==> src/rtl/bcd_pkg.sv <==
// Shared definitions for the sequential binary-to-BCD converter.
//   bcd_state_t     : converter FSM states
//   BCD_DIGIT_W     : bits per BCD digit
//   bcd_min_digits  : digit count needed to show any WIDTH-bit value without overflow
package bcd_pkg;

  typedef enum logic [1:0] {
    IDLE,
    SHIFT,
    DONE
  } bcd_state_t;

  localparam int unsigned BCD_DIGIT_W = 4;

  // Smallest D with 10^D > 2^width - 1; intended for parents sizing DIGITS.
  function automatic int unsigned bcd_min_digits(input int unsigned width);
    longint unsigned max_val;
    longint unsigned lim;
    int unsigned     d;
    max_val = (64'd1 << width) - 64'd1;
    d       = 1;
    lim     = 64'd10;
    while (lim <= max_val) begin
      d   = d + 1;
      lim = lim * 64'd10;
    end
    return d;
  endfunction

endpackage

==> src/rtl/bcd_digit_adj.sv <==
// Double-dabble digit correction: adds 3 to a BCD digit that is 5 or more so
// the following left shift carries correctly into the next decimal place.
//   digit : current scratch digit
//   adj_c : corrected digit (combinational, 4-bit wrap, no carry out)
module bcd_digit_adj
  import bcd_pkg::*;
(
  input  logic [BCD_DIGIT_W-1:0] digit,
  output logic [BCD_DIGIT_W-1:0] adj_c
);

  always_comb begin
    adj_c = digit;
    if (digit >= BCD_DIGIT_W'(5)) begin
      adj_c = digit + BCD_DIGIT_W'(3);
    end
  end

endmodule

==> src/rtl/bin2bcd_seq.sv <==
// Sequential binary-to-BCD converter, one input bit per clock.
//   clk, rst : rising-edge clock, synchronous active-high reset
//   start    : request a conversion (taken only while idle)
//   bin      : WIDTH-bit unsigned value, sampled when start is taken
//   busy     : conversion in progress, including the done cycle
//   done     : one-cycle pulse when bcd/ovf update
//   bcd      : DIGITS packed BCD digits, ones digit in [3:0]
//   ovf      : value did not fit in DIGITS digits; bcd is zero then
module bin2bcd_seq
  import bcd_pkg::*;
#(
  parameter int unsigned WIDTH  = 16,
  parameter int unsigned DIGITS = 5
) (
  input  logic                          clk,
  input  logic                          rst,
  input  logic                          start,
  input  logic [WIDTH-1:0]              bin,
  output logic                          busy,
  output logic                          done,
  output logic [BCD_DIGIT_W*DIGITS-1:0] bcd,
  output logic                          ovf
);

  localparam int unsigned BCD_W = BCD_DIGIT_W * DIGITS;
  localparam int unsigned CNT_W = $clog2(WIDTH + 1);

  // Parameter range checks at elaboration
  if (WIDTH < 4 || WIDTH > 32) begin : g_bad_width
    $error("bin2bcd_seq: WIDTH=%0d outside 4..32", WIDTH);
  end
  if (DIGITS < 1 || DIGITS > 10) begin : g_bad_digits
    $error("bin2bcd_seq: DIGITS=%0d outside 1..10", DIGITS);
  end

  bcd_state_t       state, state_next;
  logic [WIDTH-1:0] shreg, shreg_next;
  logic [BCD_W-1:0] scratch, scratch_next, scratch_adj;
  logic [CNT_W-1:0] cnt, cnt_next;
  logic             sticky, sticky_next;
  logic [BCD_W-1:0] bcd_next;
  logic             ovf_next, busy_next, done_next;

  // Per-digit add-3 correction ahead of each shift
  for (genvar g = 0; g < DIGITS; g++) begin : g_adj
    bcd_digit_adj u_adj (
      .digit (scratch[g*BCD_DIGIT_W +: BCD_DIGIT_W]),
      .adj_c (scratch_adj[g*BCD_DIGIT_W +: BCD_DIGIT_W])
    );
  end

  // State and datapath registers
  always_ff @(posedge clk) begin
    if (rst) begin
      state   <= IDLE;
      shreg   <= '0;
      scratch <= '0;
      cnt     <= '0;
      sticky  <= 1'b0;
      bcd     <= '0;
      ovf     <= 1'b0;
      busy    <= 1'b0;
      done    <= 1'b0;
    end else begin
      state   <= state_next;
      shreg   <= shreg_next;
      scratch <= scratch_next;
      cnt     <= cnt_next;
      sticky  <= sticky_next;
      bcd     <= bcd_next;
      ovf     <= ovf_next;
      busy    <= busy_next;
      done    <= done_next;
    end
  end

  // Next-state and datapath update; result registers load on the final shift
  // so bcd/ovf are already valid while done is high.
  always_comb begin
    state_next   = state;
    shreg_next   = shreg;
    scratch_next = scratch;
    cnt_next     = cnt;
    sticky_next  = sticky;
    bcd_next     = bcd;
    ovf_next     = ovf;
    done_next    = 1'b0;

    case (state)
      IDLE: begin
        if (start) begin
          shreg_next   = bin;
          scratch_next = '0;
          cnt_next     = '0;
          sticky_next  = 1'b0;
          state_next   = SHIFT;
        end
      end
      SHIFT: begin
        {scratch_next, shreg_next} = {scratch_adj[BCD_W-2:0], shreg, 1'b0};
        // A one leaving the top digit means the value needs more digits
        sticky_next = sticky | scratch_adj[BCD_W-1];
        cnt_next    = cnt + CNT_W'(1);
        if (cnt == CNT_W'(WIDTH - 1)) begin
          state_next = DONE;
          done_next  = 1'b1;
          ovf_next   = sticky_next;
          bcd_next   = sticky_next ? '0 : scratch_next;
        end
      end
      DONE: begin
        state_next = IDLE;
      end
      default: begin
        state_next = IDLE;
      end
    endcase

    busy_next = (state_next != IDLE);
  end

endmodule

==> config.mk <==
export PLATFORM = sky130hd
export DESIGN_NAME = bin2bcd_seq
export DESIGN_NICKNAME = d
export VERILOG_FILES = /design/src/rtl/bcd_pkg.sv /design/src/rtl/bcd_digit_adj.sv /design/src/rtl/bin2bcd_seq.sv
export SDC_FILE = /design/constraint.sdc
export NUM_CORES = 1
export LEC_CHECK = 0
export CAP_MARGIN = 20
export CORE_MARGIN = 4
export CORE_UTILIZATION = 25
export CTS_CLUSTER_DIAMETER = 50
export DETAILED_ROUTE_END_ITERATION = 10
export HOLD_SLACK_MARGIN = 0.08
export PLACE_DENSITY = 0.47
export SLEW_MARGIN = 20
export SYNTH_ARGS = -nofsm -noshare
export SYNTH_HDL_FRONTEND = slang
export SYNTH_SLANG_ARGS = --single-unit
==> constraint.sdc <==
create_clock -name clk -period 5.2 [get_ports clk]
set_input_delay 1.04 -clock clk [delete_from_list [all_inputs] [get_ports clk]]
set_output_delay 1.04 -clock clk [all_outputs]
set_load 0.1 [all_outputs]
After elaboration in Yosys (flattened, before gate mapping)
Cells that the tools add are included.
W data, S select, Z words.
- div/mod/pow operators: 0
- shifts and indexed selects: 0
- add/sub/neg operators: 6
- eq/ne operators: 3
- reduce and logical (&&, ||, !) cells: 6
- order comparisons: 5
- mux-type cells: 18
- bitwise operators: 2
- multiply operators: 0
- operators with widths (cell ; number):
    $mux W20 ; 2
    $pmux W20 S2 ; 1
    $pmux W16 S2 ; 1
    $add A4 B2 Y4 const B ; 5
    $ge A4 B3 Y1 const B ; 5
    $mux W4 ; 5
    $mux W16 ; 1
    $pmux W5 S2 ; 1
    $add A5 B1 Y5 const B ; 1
    $eq A5 B4 Y1 const B ; 1
    $mux W5 ; 1
    $mux W2 ; 2
    $pmux W2 S2 ; 1
    $reduce_and A2 Y1 ; 2
    $reduce_bool A2 Y1 ; 2
    $eq A2 B1 Y1 const B ; 1
    $logic_not A2 Y1 ; 1
    $mux W1 ; 2
    $ne A2 B2 Y1 const B ; 1
    $pmux W1 S2 ; 1
    $reduce_or A2 Y1 ; 1
    $not A1 Y1 ; 1
    $or A1 B1 Y1 ; 1
- bits in latches: 0
- input bits: 19
- memories: 0
- logic and storage cells: 49
- ROM bits: 0
- flip-flop bits (word level): 67
- memory bits (writable): 0
- output and inout port bits: 23

Longest topological paths before layout
Gate-level depths: netlist of the first run.
- depth after elaboration: 4
- mapped depth: 9
- depth with buffers taken out: 6

Cells and area by module
From an unflattened synthesis of the first run, not the netlist that was laid out.
- cell total of the unflattened synthesis: 329
- area, all modules: 2994.1 um^2
- by module, submodules not included (module ; cells each ; area an instance (um^2) ; times used ; seq. area each (um^2)):
    bin2bcd_seq ; 249 ; 2487.4 ; 1 ; 1341.3
    bcd_digit_adj ; 16 ; 101.3 ; 5 ; 0.0

Least setup slack after synthesis of the first run
No wires, ideal clock.
- kind: input to register
- start: input start
- end: register scratch[11]
- buffers on the path: 2
- slack: 3.198 ns
- required time: 5.072 ns
- arrival: 1.874 ns
- setup time: 0.128 ns
- stages on the path: 6
- cell sequence: nor2_1 -> or2_2 -> clkbuf_1 -> buf_2 -> a22oi_1 -> nor2_1
- cells in the longest elaborated chain, start to end: 2
- ends and longest elaborated chain (what ; RTL line ; text):
    from (decl) ; bin2bcd_seq.sv:17 ; input logic start,
    $ne A2 B2 Y1 (no line) ; n/a ;
    $reduce_and A2 Y1 (no line) ; n/a ;
    to (signal assigned) ; bin2bcd_seq.sv:67 ; scratch <= scratch_next;
    to (decl) ; bin2bcd_seq.sv:38 ; logic [BCD_W-1:0] scratch, scratch_next, scratch_adj;
No other way between the ends.
A chain may end at the register's enable or synchronous reset.

Worst setup path after layout of the first run
- start: register state[0]
- end: register bcd[13]
- cells in the longest elaborated chain, start to end: 2
- ends and longest elaborated chain (what ; RTL line ; text):
    from (decl) ; bin2bcd_seq.sv:36 ; bcd_state_t state, state_next;
    from (signal assigned) ; bin2bcd_seq.sv:65 ; state <= state_next;
    $eq A2 B1 Y1 ; bin2bcd_seq.sv:89 ; case (state)
    $reduce_and A2 Y1 (no line) ; n/a ;
    to (signal assigned) ; bin2bcd_seq.sv:70 ; bcd <= bcd_next;
    to (decl) ; bin2bcd_seq.sv:21 ; output logic [BCD_DIGIT_W*DIGITS-1:0] bcd,
No other way between the ends.

==> results of run 1 <==
per-layer routing:
metal | share of wire | track usage | routed length, um | vias to the layer above
met5 | 0 | 0 | 0 | -
met4 | 0.013 | 0.0353 | 102 | 0
met3 | 0.046 | 0.0386 | 378 | 8
met2 | 0.45 | 0.172 | 3690 | 52
met1 | 0.49 | 0.143 | 3990 | 1346
li1 | - | - | - | 1472
how the worst max path moves through the flow:
| stage | endpoint | slack (ps) | depth (start not counted) |
|---|---|---|---|
| 6_report | bcd[13]$_SDFFE_PP0P_ | 2290 | 4 |
| 5_1_grt | bcd[13]$_SDFFE_PP0P_ | 2020 | 4 |
| 4_1_cts | bcd[13]$_SDFFE_PP0P_ | 2240 | 4 |
| 3_5_place_dp | cnt[2]$_SDFFE_PP0P_ | 2250 | 5 |
| 3_3_place_gp | scratch[5]$_SDFFE_PP0P_ | 2240 | 5 |
| 2_1_floorplan | scratch[11]$_SDFFE_PP0P_ | 3200 | 6 |
critical path, stage by stage, from the launching register on:
cell	delay, ps
dfxtp_1	820
and2b_1	810
nand2_1	690
nand3b_1	360
o31ai_4	90
cells in the mapped netlist (2+ instances only):
library cell / number
nor2_1: 49
a211o_1: 10
o21ai_0: 20
nand2b_1: 13
nand4_1: 11
nand2_1: 22
a31oi_1: 10
a21oi_1: 24
nand3b_1: 15
nor3b_1: 13
and2_1: 14
nor2b_1: 6
nor3_1: 7
a32oi_1: 10
a22oi_1: 8
o31ai_2: 2
dfxtp_1: 67
clkbuf_1: 18
ha_1: 12
buf_6: 4
o31ai_1: 6
o22ai_1: 6
buf_2: 4
inv_1: 24
buf_4: 2
a211oi_1: 9
cell families after synthesis:
logic type | Yosys count | share of synthesized area
AO/OA/AOI/OAI | 110 | 0.226
flip-flops | 67 | 0.400
buffers and inverters | 53 | 0.0724
AND/OR/NAND/NOR | 158 | 0.254
multiplexers | 1 | 0.00336
adder cells (fa/ha/maj) | 12 | 0.0448
cell type report:
class	count	area [um2]
fill	1396	9090
clock buffer	12	246
multi-input combinational	281	1770
clock inverter	3	15.0
tap	176	220
timing repair buffer	43	420
sequential	67	1340
inverter	24	90.1
stage by stage:
step	hold slack, ps	setup slack [ps]	power [W]	cells	util
after floorplan	437	3200	0.000603	401	-
after CTS	457	2240	0.00118	606	0.311
after detailed placement	449	2250	0.000630	591	0.291
after global routing	480	2020	0.00121	606	0.311
after global placement	443	2240	0.000629	591	0.291
final	453	2290	0.00116	606	0.311
power by group:
group          internal, W  total (W)  switching (W)
sequential        0.000527   0.000537     0.00000933
combinational    0.0000353  0.0000819      0.0000466
clock             0.000330   0.000541       0.000211
state kept, by name (all words and copies together) (netlist names):
register  count
bcd          20
scratch      20
shreg        16
cnt           5
state         2
busy          1
done          1
ovf           1
sticky        1
==> summary.txt, run 1 <==
Outcome
  – Status: finished clean

Die
  – Ports: 42
  – Die X: 124 um
  – Die Ht: 124 um
  – Core area: 13200 um2
  – Initial Utilization: 0.254
  – Die Area: 15300 um2
  – Row count: 42

Synthesis
  – Synth Register Bits: 67
  – Top cell type's share of synthesized area: 0.400
  – Post-synth EDFFs: 0
  – Post-synth cell types: 41
  – Synthesized Nets: 432
  – Yosys warns: 0
  – Syn Area/Cell: 8.36 um2
  – Dominant synthesized flop cell: dfxtp_1
  – Post-synthesis sequential area ratio: 0.400
  – Mapped Area: 3350 um2
  – Biggest area consumer among synthesized cells: dfxtp_1
  – Cell count after synthesis: 401
  – Ys async rst share: 0
  – Top area cells in the synthesized netlist: dfxtp_1 40%, nor2_1 5.5%, ha_1 4.5%, a21oi_1 3.6%, nand3b_1 3.4%

CTS
  – Clock sinks: 67
  – CTS tree: yes
  – H-tree depth: 3
  – TritonCTS Buffers: 9
  – Clk buf depth: 2
  – Hold_buf cts: 0
  – PostCTS Resize Cnt: 0
  – Clock-pin slew on the worst setup and hold paths: 50 ps
  – Post-CTS Setup Inserts: 0
  – Later-pin clock latency in the skew report: 330 ps
  – CTS root buf: clkbuf_16

Critical path
  – Reg2reg start: state[0]$_SDFF_PP0_
  – Type of origin of the critical path: register
  – R2R depth: 4
  – R2R setup slack: 2290 ps
  – Crit. End Element: register
  – CP startpoint: state[0]$_SDFF_PP0_
  – CP arrival: 3110 ps
  – Critical path class: reg -> reg
  – Worst-path maximum fanout: 26
  – Critical path data required time: 5400 ps
  – Worst flop-to-flop path endpoint: bcd[13]$_SDFFE_PP0P_

STA
  – Slew @ Worst Pin: 991 ps
  – Max Clk Rate: 344 MHz
  – Slew margin rel.: 0.337
  – Fin Setup TNS: 0 ps
  – Final Critical Period: 2910 ps
  – Final hold violation count: 0
  – Fin. max-slew vios: 0
  – Setup violations, final: 0
  – Setup Skew: 5.42 ps
  – Final Cycle Share: 0.559
  – RSZ-0062 raised after global routing: no

Routing
  – Via count: 2878
  – DR iter-0 viols: 140
  – DR WL/cell: 13.5 um
  – Remaining DRCs: 0
  – Total Routed Length: 8160 um
  – Via-per-instance ratio: 4.75
  – DRT Pass-1 Iters: 5
  – Post-DRT Antenna Nets: 0

Hold path
  – Hold depth: 2
  – Worst Hold End: bcd[15]$_SDFFE_PP0P_
  – Worst min-delay path startpoint: bcd[15]$_SDFFE_PP0P_
  – Hold Path Class: reg -> reg

GRT
  – Initial antenna violation count: 0
  – Vias in the first global route: 2678
  – All-Layer GR Usage: 0.110
  – Maximum number of pins on one net before global-route repair: 36
  – Congestion Overflow GR: 0
  – First-pass GRT wire length: 13200 um

Power and ir drop
  – Leak pwr: 1.48 nW
  – Cell Pwr Density: 283 nW/um2
  – Peak supply drop: 119 uV

Layout
  – Synth-to-layout area growth: 22.4%
  – Share of cells above drive strength 1: 0.0605
  – Commonest non-fill, non-tap cell in the layout: dfxtp_1
  – Diode count: 0
  – Post-route cell area: 4100 um2
  – Commonest non-fill, non-tap cells in the layout: 67 x dfxtp_1, 49 x nor2_1, 40 x clkdlybuf4s50_1
  – Final nets: 457

Placement
  – Cell Area, Placed: 3840 um2
  – IO Port Bufs: 41
  – Post-DP HPWL: 5290 um
  – Gpl congestion: 0.792

Job
  – Maximum Capacitance Violations: 0
Power figures use the tool's default switching activity.
==> inputs of run 2 (changes only) <==
--- a/config.mk
+++ b/config.mk
@@ -11,7 +11,7 @@
 export CTS_CLUSTER_DIAMETER = 50
 export DETAILED_ROUTE_END_ITERATION = 10
 export HOLD_SLACK_MARGIN = 0.08
-export PLACE_DENSITY = 0.47
+export PLACE_DENSITY = 0.49
 export SLEW_MARGIN = 20
 export SYNTH_ARGS = -nofsm -noshare
 export SYNTH_HDL_FRONTEND = slang
==> constraint.sdc (replaced) <==
create_clock -name clk -period 2.5 [get_ports clk]
set_input_delay 0.5 -clock clk [delete_from_list [all_inputs] [get_ports clk]]
set_output_delay 0.5 -clock clk [all_outputs]
set_load 0.1 [all_outputs]
==> run 2 against run 1 <==
Net effect: wire length about the same; critical path depth increased by 3; largest cell class unchanged; critical endpoint is now bcd[6]$_SDFFE_PP0P_; highest routed layer unchanged; core utilization increased by 0.47 points; global-route usage increased by 0.23 points; final cell count increased by 1.3%; clock power increased to 2.6 times the previous value; sequential cell count unchanged; sequential power increased by 110%.
==> summary.txt, run 2 (same netlist as run 1, synthesis figures left out) <==
CTS
  – Hold_buf cts: 0
  – Later-pin clock latency in the skew report: 330 ps
  – H-tree depth: 3
  – TritonCTS Buffers: 9
  – Clk buf depth: 2
  – CTS root buf: clkbuf_16
  – CTS tree: yes
  – Post-CTS Setup Inserts: 0
  – PostCTS Resize Cnt: 0
  – Clock-pin slew on the worst setup and hold paths: 60 ps
  – Clock sinks: 67

STA
  – Setup violations, final: 0
  – Final worst slack: 510 ps
  – RSZ-0062 raised after global routing: no
  – Setup Skew: 9.61 ps
  – Max Clk Rate: 502 MHz
  – Fin Setup TNS: 0 ps
  – Final hold violation count: 0
  – Slew @ Worst Pin: 730 ps
  – Final Cycle Share: 0.796
  – Fin. max-slew vios: 0
  – Final Critical Period: 1990 ps
  – Slew margin rel.: 0.514

Critical path
  – Reg2reg start: scratch[16]$_SDFFE_PP0P_
  – R2R depth: 7
  – Worst flop-to-flop path endpoint: bcd[6]$_SDFFE_PP0P_
  – CP startpoint: scratch[16]$_SDFFE_PP0P_
  – CP arrival: 2190 ps
  – Crit. End Element: register
  – Critical path class: reg -> reg
  – R2R setup slack: 510 ps
  – Type of origin of the critical path: register
  – Worst-path maximum fanout: 9
  – CP Capture Point: bcd[6]$_SDFFE_PP0P_
  – Critical path data required time: 2700 ps

GRT
  – Maximum number of pins on one net before global-route repair: 36
  – All-Layer GR Usage: 0.113
  – First-pass GRT wire length: 13600 um
  – Vias in the first global route: 2777
  – Congestion Overflow GR: 0
  – Initial antenna violation count: 0

Layout
  – Share of cells above drive strength 1: 0.132
  – Diode count: 0
  – Post-route insts no fill: 614
  – Biggest regs: bcd (20), scratch (20), shreg (16)
  – Commonest non-fill, non-tap cell in the layout: dfxtp_1
  – Commonest non-fill, non-tap cells in the layout: 67 x dfxtp_1, 49 x nor2_1, 32 x buf_4
  – Synth-to-layout area growth: 24.2%
  – Post-route cell area: 4160 um2
  – Final nets: 464

Placement
  – IO Port Bufs: 41
  – Gpl congestion: 0.758
  – Post-Place Worst Slack: 381 ps
  – Post-DP HPWL: 5470 um
  – Post-Place Cells: 598
  – Cell Area, Placed: 3830 um2

Die
  – Die Ht: 124 um
  – Initial Utilization: 0.254
  – Core area: 13200 um2
  – Die X: 124 um
  – Ports: 42
  – Die Area: 15300 um2
  – Row count: 42

Routing
  – Post-DRT Antenna Nets: 0
  – Via count: 2902
  – Remaining DRCs: 0
  – Via-per-instance ratio: 4.73
  – Total Routed Length: 8160 um
  – DRT Pass-1 Iters: 4
  – DR iter-0 viols: 84
  – DR WL/cell: 13.3 um

Hold path
  – Hold Path Class: reg -> reg

Outcome
  – Status: finished clean

Power and ir drop
  – Peak supply drop: 216 uV
  – Cell Pwr Density: 642 nW/um2
  – Leak pwr: 1.59 nW

Job
  – Maximum Capacitance Violations: 0
==> run 2: cell count changes in the layout (fill, tap and decap cells not counted) <==
cell             delta
clkinv_2            -2
clkinvlp_4          +1
bufinv_16           +2
clkbuf_1            -1
clkbuf_8            +1
buf_4              +30
clkdlybuf4s50_1    -23
==> run 2: final cells by class <==
cell class	count	area (um2)
clock buffer	12	256
inverter	24	90.1
tap	176	220
fill	1422	9030
clock inverter	4	72.6
multi-input combinational	281	1770
timing repair buffer	50	415
sequential	67	1340
==> run 2: how the worst min path moves through the flow <==
stage | from | to | slack, ps | cells past startpoint
final | bcd[7]$_SDFFE_PP0P_ | bcd[7]$_SDFFE_PP0P_ | 450 | 2
after global routing | bcd[3]$_SDFFE_PP0P_ | bcd[3]$_SDFFE_PP0P_ | 490 | 2
after CTS | bcd[7]$_SDFFE_PP0P_ | bcd[7]$_SDFFE_PP0P_ | 460 | 2
after detailed placement | bcd[7]$_SDFFE_PP0P_ | bcd[7]$_SDFFE_PP0P_ | 450 | 2
after global placement | bcd[11]$_SDFFE_PP0P_ | bcd[11]$_SDFFE_PP0P_ | 450 | 2
after floorplan | shreg[1]$_SDFFE_PP0P_ | shreg[1]$_SDFFE_PP0P_ | 440 | 2
==> run 2: where the power goes <==
part	switching [W]	internal (W)	total, W
clock network	0.000457	0.000926	0.00138
logic	0.000103	0.0000777	0.000181
registers	0.0000135	0.00110	0.00111
==> run 2: metrics by stage <==
stage	utilization	power, W	hold slack, ps
after global routing	0.316	0.00279	488
after floorplan	-	0.00125	437
after detailed placement	0.291	0.00132	449
after CTS	0.316	0.00272	456
after global placement	0.291	0.00131	446
final	0.316	0.00267	453
==> run 2: worst max-delay path: stages (launching register included) <==
cell	delay (ps)
dfxtp_1	450
inv_1	70
ha_1	220
nand2b_1	170
or3b_1	500
buf_4	230
nand4_1	130
o21ai_0	80
==> run 2: metal layers <==
metal  vias up  part of all wire  GRT usage
li1       1490                 -          -
met4         0             0.018     0.0394
met1      1361              0.48      0.144
met3        11             0.041     0.0309
met5         -                 0          0
met2        40              0.46      0.182
==> edit (settings of run 1) <==
Remove the register `busy`: a continuous assignment takes its place, so the output `busy` follows one clock earlier. Comments in the files are not updated.
--- a/src/rtl/bin2bcd_seq.sv
+++ b/src/rtl/bin2bcd_seq.sv
@@ -60,5 +60,4 @@
       bcd     <= '0;
       ovf     <= 1'b0;
-      busy    <= 1'b0;
       done    <= 1'b0;
     end else begin
@@ -70,8 +69,9 @@
       bcd     <= bcd_next;
       ovf     <= ovf_next;
-      busy    <= busy_next;
       done    <= done_next;
     end
   end
+
+  assign busy = busy_next;
 
   // Next-state and datapath update; result registers load on the final shift
Function: changed (a bounded check fails within 4 cycles, from zero or initial values and one cycle with rst high).
==> edit against run 1 <==
Total power rose by 3.7%. Non-clock buffer count is 1 higher. Cell count shrank 3.8%. Combinational power shrank 7.6%. Register-to-register slack improved by 0.17 ns. Synthesized area fell by 5.7%. Design area fell by 2.6%. Hold slack improved by 0.0027 ns. Global-route usage rose by 0.84 points. Sequential cell count is 1 lower. Worst setup slack worse by 1.0 ns. Wire length rose by 0.60%. Critical path type is now in -> out.
==> edit: results (changes against run 1) <==
Clock tree
  • Clk sinks: 66 (-1.5%)

Worst setup path
  • Crit path from: start
  • Critical Path AT: 2.89 ns (-0.22 ns)
  • Flop2flop setup slack: 2.46 ns (+0.17 ns)
  • R2r worst-path depth: 7 (+3)

Drt
  • M1 WL: 3800 um (-4.9%)
  • Met3 WL: 427 um (+13%)
  • Via density: 4.81 (+1.3%)
  • Wire length after detailed routing: 8210 um (+0.60%)

Synthesis
  • Sequential share of the synthesized area: 0.418 (+0.0179)
  • Post-synthesis adder-cell area fraction: 0.0475 (+0.00272)
  • Number of library cell types mapped by synthesis: 42 (+2.4%)
  • Syn Nets: 410 (-5.1%)
  • Fraction of synthesized area in multiplexers: 0.00356 (+0.000204)
  • Compound-gate portion of the synthesized area: 0.205 (-0.0208)

Die
  • Tapcells: 168 (-4.5%)

Placement
  • DP Area: 3690 um^2 (-3.9%)
  • RePlAce Congestion: 0.769 (-2.9%)
  • Final HPWL DP: 5240 um (-0.97%)

Timing
  • Skew final: 0.00500 ns (-0.000421 ns)
  • Slew margin rel.: 0.346 (+0.00839)

Power and ir drop
  • Peak supply drop: 0.129 mV (+7.7%)
  • P_leak: 1.53 nW (+3.1%)

Outcome
  • Status: complete, no violations

Final layout
  • Nets@finish: 441 (-3.5%)
  • Share of cells above drive strength 1: 0.0819 (+0.0215)
  • Fillers: 1309 (-6.2%)
  • Reg area: 1320 um^2 (-1.5%)
  • Buffer share of cell area: 0.107 (+0.00402)

GRT
  • First-pass GRT wire length: 13700 um (+3.9%)
  • Vias in the first global route: 2768 (+3.4%)
## edit: report_power, final
| part | total [mW] | internal (mW) | switching, mW | leakage (nW) |
|---|---|---|---|---|
| Combinational | 0.0757 | 0.0295 | 0.0462 | 0.837 |
| Clock | 0.599 | 0.387 | 0.212 | 0.152 |
| Sequential | 0.528 | 0.519 | 0.00862 | 0.536 |
| Total | 1.20 | 0.936 | 0.267 | 1.53 |
## edit: per-stage QoR
step	util	hold slack (ns)	std cells	setup slack (ns)
after global placement	0.301	0.452	566	1.26
after CTS	0.327	0.464	583	1.24
after global routing	0.327	0.488	583	1.15
final	0.327	0.456	583	1.27
after detailed placement	0.302	0.456	567	1.24
after floorplan	-	0.446	379	2.19
## edit: layer usage
metal	track usage	vias up
met4	0.0361	0
met3	0.0393	4
met2	0.199	63
li1	-	1425
met5	0	-
met1	0.144	1314
## edit: critical path: stages
cell             delay (ns)
clkdlybuf4s50_1        0.50
nor2_1                 0.05
or2_2                  0.45
inv_1                  0.46
buf_4                  0.39
